$ cat config.mk
export PLATFORM = sky130hd
export DESIGN_NAME = axis_stall_driver_flat
export DESIGN_NICKNAME = d
export VERILOG_FILES = /design/src/rtl/axis_stall_driver_if.sv /design/src/rtl/axis_stall_driver.sv /design/src/flat_wrapper.sv
export SDC_FILE = /design/constraint.sdc
export NUM_CORES = 1
export LEC_CHECK = 0
export CORE_MARGIN = 8
export CORE_UTILIZATION = 30
export CTS_BUF_LIST = sky130_fd_sc_hd__clkbuf_4 sky130_fd_sc_hd__clkbuf_8
export DETAILED_ROUTE_END_ITERATION = 12
export GPL_TIMING_DRIVEN = 0
export PLACE_DENSITY = 0.65
export SYNTH_ARGS = -nofsm -noshare
export SYNTH_HDL_FRONTEND = slang
export SYNTH_SLANG_ARGS = --single-unit
$ cat constraint.sdc
create_clock -name ap_clk -period 5.7 [get_ports ap_clk]
set_input_delay 0.855 -clock ap_clk [delete_from_list [all_inputs] [get_ports ap_clk]]
set_output_delay 0.855 -clock ap_clk [all_outputs]
set_load 0.005 [all_outputs]
$ cat src/rtl/axis_stall_driver_if.sv
// AXI-Stream pair between axis_stall_driver (master side) and the kernel under test (slave side).
// Handshake: a beat transfers on a rising clock edge where TVALID and TREADY are both high;
// once TVALID is raised, TDATA/TLAST/TVALID stay stable until that transfer; TREADY may change freely.
interface axis_stall_driver_if #(
   parameter int DATA_W = 16
);
   logic [DATA_W-1:0] in_r_TDATA;
   logic              in_r_TVALID;
   logic              in_r_TLAST;
   logic              in_r_TREADY;
   logic [DATA_W-1:0] out_r_TDATA;
   logic              out_r_TVALID;
   logic              out_r_TREADY;

   modport master (
      output in_r_TDATA,
      output in_r_TVALID,
      output in_r_TLAST,
      input  in_r_TREADY,
      input  out_r_TDATA,
      input  out_r_TVALID,
      output out_r_TREADY
   );

   modport slave (
      input  in_r_TDATA,
      input  in_r_TVALID,
      input  in_r_TLAST,
      output in_r_TREADY,
      output out_r_TDATA,
      output out_r_TVALID,
      input  out_r_TREADY
   );
endinterface

$ cat src/rtl/axis_stall_driver.sv
// Throttled AXI-Stream source/sink around a kernel under test, with a no-progress watchdog.
// Optional macro STALL_TRACE_EN adds the 32-bit RUN cycle counter behind stall_cycle plus a hang trace line.
module axis_stall_driver #(
   parameter int          DATA_W    = 16,
   parameter int          IN_WORDS  = 16,
   parameter int          OUT_WORDS = 1,
   parameter int          TIMEOUT   = 1024,
   parameter logic [15:0] LFSR_SEED = 16'hACE1
) (
   input  logic                ap_clk,
   input  logic                ap_rst,
   input  logic                start,
   input  logic [3:0]          src_stall,
   input  logic [3:0]          snk_stall,
   input  logic [DATA_W-1:0]   data_base,
   axis_stall_driver_if.master axis,
   output logic                busy,
   output logic                done,
   output logic [DATA_W-1:0]   last_out,
   output logic                stall_detect,
   output logic                src_blk,
   output logic                snk_blk,
   output logic [31:0]         stall_cycle,
   output logic [1:0]          fsm_state
);

   localparam int SENT_W = $clog2(IN_WORDS + 1);
   localparam int RCVD_W = $clog2(OUT_WORDS + 1);
   localparam int WDOG_W = $clog2(TIMEOUT + 1);

   localparam logic [SENT_W-1:0] IN_END    = SENT_W'(IN_WORDS);
   localparam logic [SENT_W-1:0] IN_LAST   = SENT_W'(IN_WORDS - 1);
   localparam logic [RCVD_W-1:0] OUT_END   = RCVD_W'(OUT_WORDS);
   localparam logic [WDOG_W-1:0] WDOG_TERM = WDOG_W'(TIMEOUT - 1);

   typedef enum logic [1:0] {
      S_IDLE = 2'd0,
      S_RUN  = 2'd1,
      S_DONE = 2'd2,
      S_HUNG = 2'd3
   } state_t;

   state_t state_q, state_d;

   logic [15:0]       lfsr_q, lfsr_d;
   logic [SENT_W-1:0] sent_q, sent_d, sent_nx;
   logic [RCVD_W-1:0] rcvd_q, rcvd_d, rcvd_nx;
   logic [WDOG_W-1:0] wdog_q, wdog_d;
   logic              tvalid_q, tvalid_d;
   logic              tlast_q, tlast_d;
   logic [DATA_W-1:0] tdata_q, tdata_d;
   logic              tready_q, tready_d;
   logic [DATA_W-1:0] last_out_q, last_out_d;
   logic              stall_q, stall_d;

   logic hs_in, hs_out, src_ok, snk_ok;
   logic run_complete, fire, more_beats, next_valid;

   assign hs_in   = tvalid_q & axis.in_r_TREADY;
   assign hs_out  = tready_q & axis.out_r_TVALID;
   assign src_ok  = lfsr_q[3:0] >= src_stall;
   assign snk_ok  = lfsr_q[7:4] >= snk_stall;
   assign sent_nx = sent_q + SENT_W'(hs_in);
   assign rcvd_nx = rcvd_q + RCVD_W'(hs_out);

   assign more_beats   = sent_nx != IN_END;
   assign next_valid   = more_beats & src_ok;
   assign run_complete = (state_q == S_RUN) & (sent_nx == IN_END) & (rcvd_nx == OUT_END);
   // A handshake in the terminal-count cycle takes precedence over declaring a hang.
   assign fire = (state_q == S_RUN) & ~run_complete & ~hs_in & ~hs_out & (wdog_q == WDOG_TERM);

   always_ff @(posedge ap_clk) begin
      if (ap_rst) begin
         state_q    <= S_IDLE;
         lfsr_q     <= LFSR_SEED;
         sent_q     <= '0;
         rcvd_q     <= '0;
         wdog_q     <= '0;
         tvalid_q   <= 1'b0;
         tlast_q    <= 1'b0;
         tdata_q    <= '0;
         tready_q   <= 1'b0;
         last_out_q <= '0;
         stall_q    <= 1'b0;
      end else begin
         state_q    <= state_d;
         lfsr_q     <= lfsr_d;
         sent_q     <= sent_d;
         rcvd_q     <= rcvd_d;
         wdog_q     <= wdog_d;
         tvalid_q   <= tvalid_d;
         tlast_q    <= tlast_d;
         tdata_q    <= tdata_d;
         tready_q   <= tready_d;
         last_out_q <= last_out_d;
         stall_q    <= stall_d;
      end
   end

   always_comb begin
      state_d    = state_q;
      lfsr_d     = lfsr_q;
      sent_d     = sent_q;
      rcvd_d     = rcvd_q;
      wdog_d     = '0;
      tvalid_d   = tvalid_q;
      tlast_d    = tlast_q;
      tdata_d    = tdata_q;
      tready_d   = 1'b0;
      last_out_d = last_out_q;
      stall_d    = stall_q;

      case (state_q)
         S_IDLE: begin
            tvalid_d = 1'b0;
            tlast_d  = 1'b0;
            if (start) begin
               state_d = S_RUN;
               sent_d  = '0;
               rcvd_d  = '0;
            end
         end

         S_RUN: begin
            lfsr_d = {lfsr_q[14:0], lfsr_q[15] ^ lfsr_q[13] ^ lfsr_q[12] ^ lfsr_q[10]};
            sent_d = sent_nx;
            rcvd_d = rcvd_nx;
            if (hs_out) begin
               last_out_d = axis.out_r_TDATA;
            end
            // New beat only when the bus is idle or the current beat transfers; otherwise hold it.
            if (!tvalid_q || hs_in) begin
               tvalid_d = next_valid;
               tdata_d  = data_base + DATA_W'(sent_nx);
               tlast_d  = next_valid & (sent_nx == IN_LAST);
            end
            tready_d = (rcvd_nx != OUT_END) & snk_ok;

            if (run_complete) begin
               state_d = S_DONE;
            end else if (fire) begin
               state_d  = S_HUNG;
               stall_d  = 1'b1;
               tvalid_d = 1'b0;
               tlast_d  = 1'b0;
               tready_d = 1'b0;
            end else if (!(hs_in || hs_out)) begin
               wdog_d = wdog_q + WDOG_W'(1);
            end
         end

         S_DONE: begin
            state_d = S_IDLE;
         end

         S_HUNG: begin
            tvalid_d = 1'b0;
            tlast_d  = 1'b0;
         end

         default: begin
            state_d = S_IDLE;
         end
      endcase
   end

`ifdef STALL_TRACE_EN
   logic [31:0] cyc_q;
   logic [31:0] stall_cycle_q;

   // stall_cycle counts RUN cycles up to and including the cycle that declared the hang.
   always_ff @(posedge ap_clk) begin
      if (ap_rst) begin
         cyc_q         <= '0;
         stall_cycle_q <= '0;
      end else begin
         if (state_q == S_IDLE && start) begin
            cyc_q <= '0;
         end else if (state_q == S_RUN) begin
            cyc_q <= cyc_q + 32'd1;
         end
         if (fire) begin
            stall_cycle_q <= cyc_q + 32'd1;
         end
      end
   end

   assign stall_cycle = stall_cycle_q;

`ifndef SYNTHESIS
   always_ff @(posedge ap_clk) begin
      if (!ap_rst && fire) begin
         $display("axis_stall_driver: hang declared at run cycle %0d, sent %0d, rcvd %0d",
                  cyc_q + 32'd1, sent_q, rcvd_q);
      end
   end
`endif
`else
   assign stall_cycle = '0;
`endif

   assign axis.in_r_TDATA  = tdata_q;
   assign axis.in_r_TVALID = tvalid_q;
   assign axis.in_r_TLAST  = tlast_q;
   assign axis.out_r_TREADY = tready_q;

   assign busy         = (state_q == S_RUN);
   assign done         = (state_q == S_DONE);
   assign last_out     = last_out_q;
   assign stall_detect = stall_q;
   assign src_blk      = tvalid_q & ~axis.in_r_TREADY;
   assign snk_blk      = tready_q & ~axis.out_r_TVALID;
   assign fsm_state    = state_q;

endmodule

$ cat src/flat_wrapper.sv
// flat-port wrapper written by rule: the top's interface ports become plain ports
module axis_stall_driver_flat 
#(
   parameter int          DATA_W    = 16,
   parameter int          IN_WORDS  = 16,
   parameter int          OUT_WORDS = 1,
   parameter int          TIMEOUT   = 1024,
   parameter logic [15:0] LFSR_SEED = 16'hACE1
)
  (ap_clk, ap_rst, start, src_stall, snk_stall, data_base, busy, done, last_out, stall_detect, src_blk, snk_blk, stall_cycle, fsm_state, axis_in_r_TDATA, axis_in_r_TVALID, axis_in_r_TLAST, axis_in_r_TREADY, axis_out_r_TDATA, axis_out_r_TVALID, axis_out_r_TREADY);
  axis_stall_driver_if #(.DATA_W(DATA_W)) axis_i ();
  input  logic ap_clk;
  input  logic ap_rst;
  input  logic start;
  input  logic [3:0] src_stall;
  input  logic [3:0] snk_stall;
  input  logic [DATA_W-1:0] data_base;
  output logic busy;
  output logic done;
  output logic [DATA_W-1:0] last_out;
  output logic stall_detect;
  output logic src_blk;
  output logic snk_blk;
  output logic [31:0] stall_cycle;
  output logic [1:0] fsm_state;
  output wire logic [$bits(axis_i.in_r_TDATA)-1:0] axis_in_r_TDATA;
  output wire logic [$bits(axis_i.in_r_TVALID)-1:0] axis_in_r_TVALID;
  output wire logic [$bits(axis_i.in_r_TLAST)-1:0] axis_in_r_TLAST;
  input wire logic [$bits(axis_i.in_r_TREADY)-1:0] axis_in_r_TREADY;
  input wire logic [$bits(axis_i.out_r_TDATA)-1:0] axis_out_r_TDATA;
  input wire logic [$bits(axis_i.out_r_TVALID)-1:0] axis_out_r_TVALID;
  output wire logic [$bits(axis_i.out_r_TREADY)-1:0] axis_out_r_TREADY;
  assign axis_in_r_TDATA = axis_i.in_r_TDATA;
  assign axis_in_r_TVALID = axis_i.in_r_TVALID;
  assign axis_in_r_TLAST = axis_i.in_r_TLAST;
  assign axis_i.in_r_TREADY = axis_in_r_TREADY;
  assign axis_i.out_r_TDATA = axis_out_r_TDATA;
  assign axis_i.out_r_TVALID = axis_out_r_TVALID;
  assign axis_out_r_TREADY = axis_i.out_r_TREADY;
  axis_stall_driver #(.DATA_W(DATA_W), .IN_WORDS(IN_WORDS), .OUT_WORDS(OUT_WORDS), .TIMEOUT(TIMEOUT), .LFSR_SEED(LFSR_SEED)) u_core (.ap_clk(ap_clk), .ap_rst(ap_rst), .start(start), .src_stall(src_stall), .snk_stall(snk_stall), .data_base(data_base), .axis(axis_i), .busy(busy), .done(done), .last_out(last_out), .stall_detect(stall_detect), .src_blk(src_blk), .snk_blk(snk_blk), .stall_cycle(stall_cycle), .fsm_state(fsm_state));
endmodule
==> results.yml <==
critical_path:
  r2r-end: "u_core.axis.in_r_TDATA[7]$_SDFFE_PP0P_"
  cp_common_cell: "ha_1"
  worstSetupPathType: "input pin to flop"
  crit_path_end_kind: "flop"
  cp_slowest_cell: "o21ai_0"
  cpPeakStageDelay_ns: 0.55
  critPathMaxFanout: 6
  worst_r2r_path_depth: 12
  r2r_setup_slack_ns: 2.60
  path_delay_family: "compound AO/OA/AOI/OAI gates"
  cp-start-kind: "input pin"
  worstPathCellList: "clkdlybuf4s50_1 -> and2_1 -> ha_1 -> ha_1 -> xor2_1 -> ha_1 -> o21ai_0 -> o21ai_0 -> o2111ai_1 -> xor2_1 -> a211oi_1"
  r2r-start: "u_core.axis.in_r_TVALID$_SDFFE_PP0P_"
  worst_ep_required_time_ns: 5.97
  cp_num_buf_inv: 1
  arrival_ns: 3.94
global_route:
  grt_pass1_vias: 3339
  antenna_found_initial: 0
  grt_overflow: 0
  grt_usage: 0.122
  grt_start_max_net_pins: 14
  grt_pass1_wl_um: 16300
timing:
  finalClockSkew_ns: 0.00844
  final-hold-violation-count: 0
  period_minus_slack_ns: 3.68
  rsz0062_at_grt: "no"
  max_freq_mhz: 272
  maxSlewViolCount: 0
  setup_ws_ns: 2.02
  setup_violations: 0
  setup_tns_ns: 0
  tightest_slew_ns: 0.625
  slew_headroom: 0.579
  period_share: 0.645
die:
  fp.dieH_um: 128
  rows: 41
  ios: 119
  chipWidth_um: 128
  core-area_um2: 12500
  dieArea_um2: 16500
  start_util: 0.304
min_path:
  hp-start: "u_core.last_out[14]$_SDFFE_PP0P_"
  holdPathEnd: "u_core.last_out[14]$_SDFFE_PP0P_"
  hp-class: "flop to flop"
  hold_depth: 2
synth:
  synthFlopType: "dfxtp_1"
  ys_warn_count: 0
  async_flop_share: 0
  synth.top_cell.area_share: 0.375
  ys_seq_area_frac: 0.375
  synth-edff-count: 0
  synth_area_leaders: "dfxtp_1 37%, ha_1 6.9%, buf_4 6.3%, nor2_1 4.7%, nand2_1 4.4%"
  synth_largest_area_cell: "dfxtp_1"
  syn-cell-area_um2: 3790
  synthCells: 440
  ys_ff_latch: 71
  syn_area_per_cell_um2: 8.62
  synthDistinctLibCells: 55
cells_and_area:
  layout_commonest_cell: "clkdlybuf4s50_1"
  mostFrequentLayoutCells: "85 x clkdlybuf4s50_1, 71 x dfxtp_1, 48 x nor2_1, 44 x nand2_1"
  fillCellCount: 1242
  fin_util: 0.415
  drive_gt1_frac: 0.101
  n_antenna_cell: 0
  areaGrowthSynthToFinish_pct: 36.4
  final_area_um2: 5180
  nets: 634
clock_network:
  hold_buffers: 0
  htree_num_levels: 3
  cts_made_buffers: 9
  clockRootBuffer: "clkbuf_8"
  clk_pin_slew_ns: 0.08
  cts_num_sinks: 71
  cts_tree: "done"
  cts_setup_buffers: 0
  cts-resized-gates: 0
  insertion_delay_ns: 0.36
  clockBufferDepth: 2
power:
  power-per-cell-area_nw_per_um2: 301
  power_frac_comb: 0.327
  pwr-share-clk: 0.264
  seqPwrFrac: 0.409
  leakage_uw: 0.00204
  swShare: 0.325
  ir_drop_mv: 0.123
  power.total_uw: 1560
  p_sw_uw: 506
  intPower_uw: 1050
routing:
  firstDrtPassIters: 4
  vias: 3314
  wl_per_cell_um: 13.5
  drc: 0
  via_per_inst: 4.45
  drt-initial-drc-count: 238
  routed_wl_um: 10100
  ant_nets: 0
placed_design:
  dp_hpwl_um: 7990
  dp_slack_ns: 1.71
  port_buffers: 85
  gp_congestion: 0.861
  dpl-instance-area_um2: 4980
run:
  cap_viol_max_count: 0
run_status:
  status: "completed"
-- layout make-up --
| cell class | instances | area (um2) | area share |
|---|---|---|---|
| Buffer | 51 | 342 | 0.0660 |
| Inverter | 18 | 67.6 | 0.0131 |
| Timing Repair Buffer | 85 | 851 | 0.164 |
| Multi-Input combinational cell | 331 | 2080 | 0.402 |
| Tap cell | 172 | 215 | 0.0416 |
| Clock buffer | 10 | 131 | 0.0254 |
| Clock inverter | 6 | 68.8 | 0.0133 |
| Sequential cell | 71 | 1420 | 0.275 |
-- cell usage after synthesis, drive strengths merged (2+ instances only) --
library cell and number:
ha 21, a32oi 3, nand2b 7, a2bb2oi 2, a211oi 13, nor3b 3
a211o 10, and2 7, o211ai 3, buf 36, o2111ai 2, a21o 3
clkbuf 15, and3 6, nor2b 6, nor2 48, xnor2 11, a21oi 27
inv 17, mux2i 8, o21bai 2, nor4 6, o21a 2, nand2 44
nor3 2, nand4 5, xor2 15, o21ai 12, dfxtp 71, nand3 12
-- state kept, by name (all words and copies together) (netlist names) --
register	flops
u_core.axis.out_r_TREADY	1
u_core.wdog_q	11
u_core.axis.in_r_TLAST	1
u_core.lfsr_q	16
u_core.rcvd_q	1
u_core.axis.in_r_TDATA	16
u_core.sent_q	5
u_core.stall_detect	1
u_core.fsm_state	2
u_core.axis.in_r_TVALID	1
u_core.last_out	16
-- metal layers --
| layer | global-route usage | up-vias | routed length (um) |
|---|---|---|---|
| met3 | 0.0381 | 15 | 717 |
| met1 | 0.140 | 1495 | 4330 |
| met2 | 0.202 | 88 | 4810 |
| met5 | 0 | - | 0 |
| met4 | 0.0615 | 0 | 199 |
| li1 | - | 1716 | - |
-- worst max-delay path by stage --
stage	start	end	slack, ns	cells after the start
global route	axis_in_r_TREADY	u_core.axis.in_r_TDATA[7]$_SDFFE_PP0P_	1.77	13
finish	axis_in_r_TREADY	u_core.axis.in_r_TDATA[7]$_SDFFE_PP0P_	2.02	11
floorplan	axis_in_r_TREADY	u_core.axis.in_r_TDATA[10]$_SDFFE_PP0P_	2.63	10
detailed placement	axis_in_r_TREADY	u_core.axis.in_r_TDATA[7]$_SDFFE_PP0P_	1.71	13
CTS	axis_in_r_TREADY	u_core.axis.in_r_TDATA[7]$_SDFFE_PP0P_	2.06	13
global placement	axis_in_r_TREADY	u_core.axis.in_r_TDATA[7]$_SDFFE_PP0P_	1.75	13
-- stage by stage --
step | std cells | hold slack [ns]
finish | 744 | 0.458
global route | 744 | 0.485
CTS | 744 | 0.461
detailed placement | 728 | 0.448
global placement | 728 | 0.442
floorplan | 471 | 0.430
-- logic make-up (layout without fill, tap and decap cells) --
group                      Yosys count  in the layout  synth area share
DFF                                 71             71             0.375
AOI/OAI and AO/OA                   89             89             0.160
and+or+nand+nor                    154            154             0.201
other                                1             32          0.000988
muxes                                8              8            0.0211
buffers and inverters               69            170             0.108
xor gates and xnor gates            26             26            0.0600
adders and majority gates           22             22            0.0745
-- worst min-delay path, cell delays in order (launching register included) --
cell and delay, ns:
dfxtp_1 0.32, nand2_1 0.05, a21oi_1 0.05
-- power groups by stage --
stage | Sequential, uW | Clock (uW) | Combinational [uW]
after floorplan | 640 | 0 | 298
after global placement | 645 | 0 | 503
after detailed placement | 649 | 0 | 512
after CTS | 638 | 422 | 514
after global routing | 649 | 448 | 563
final | 637 | 411 | 509
(Power assumes the default switching activity.)
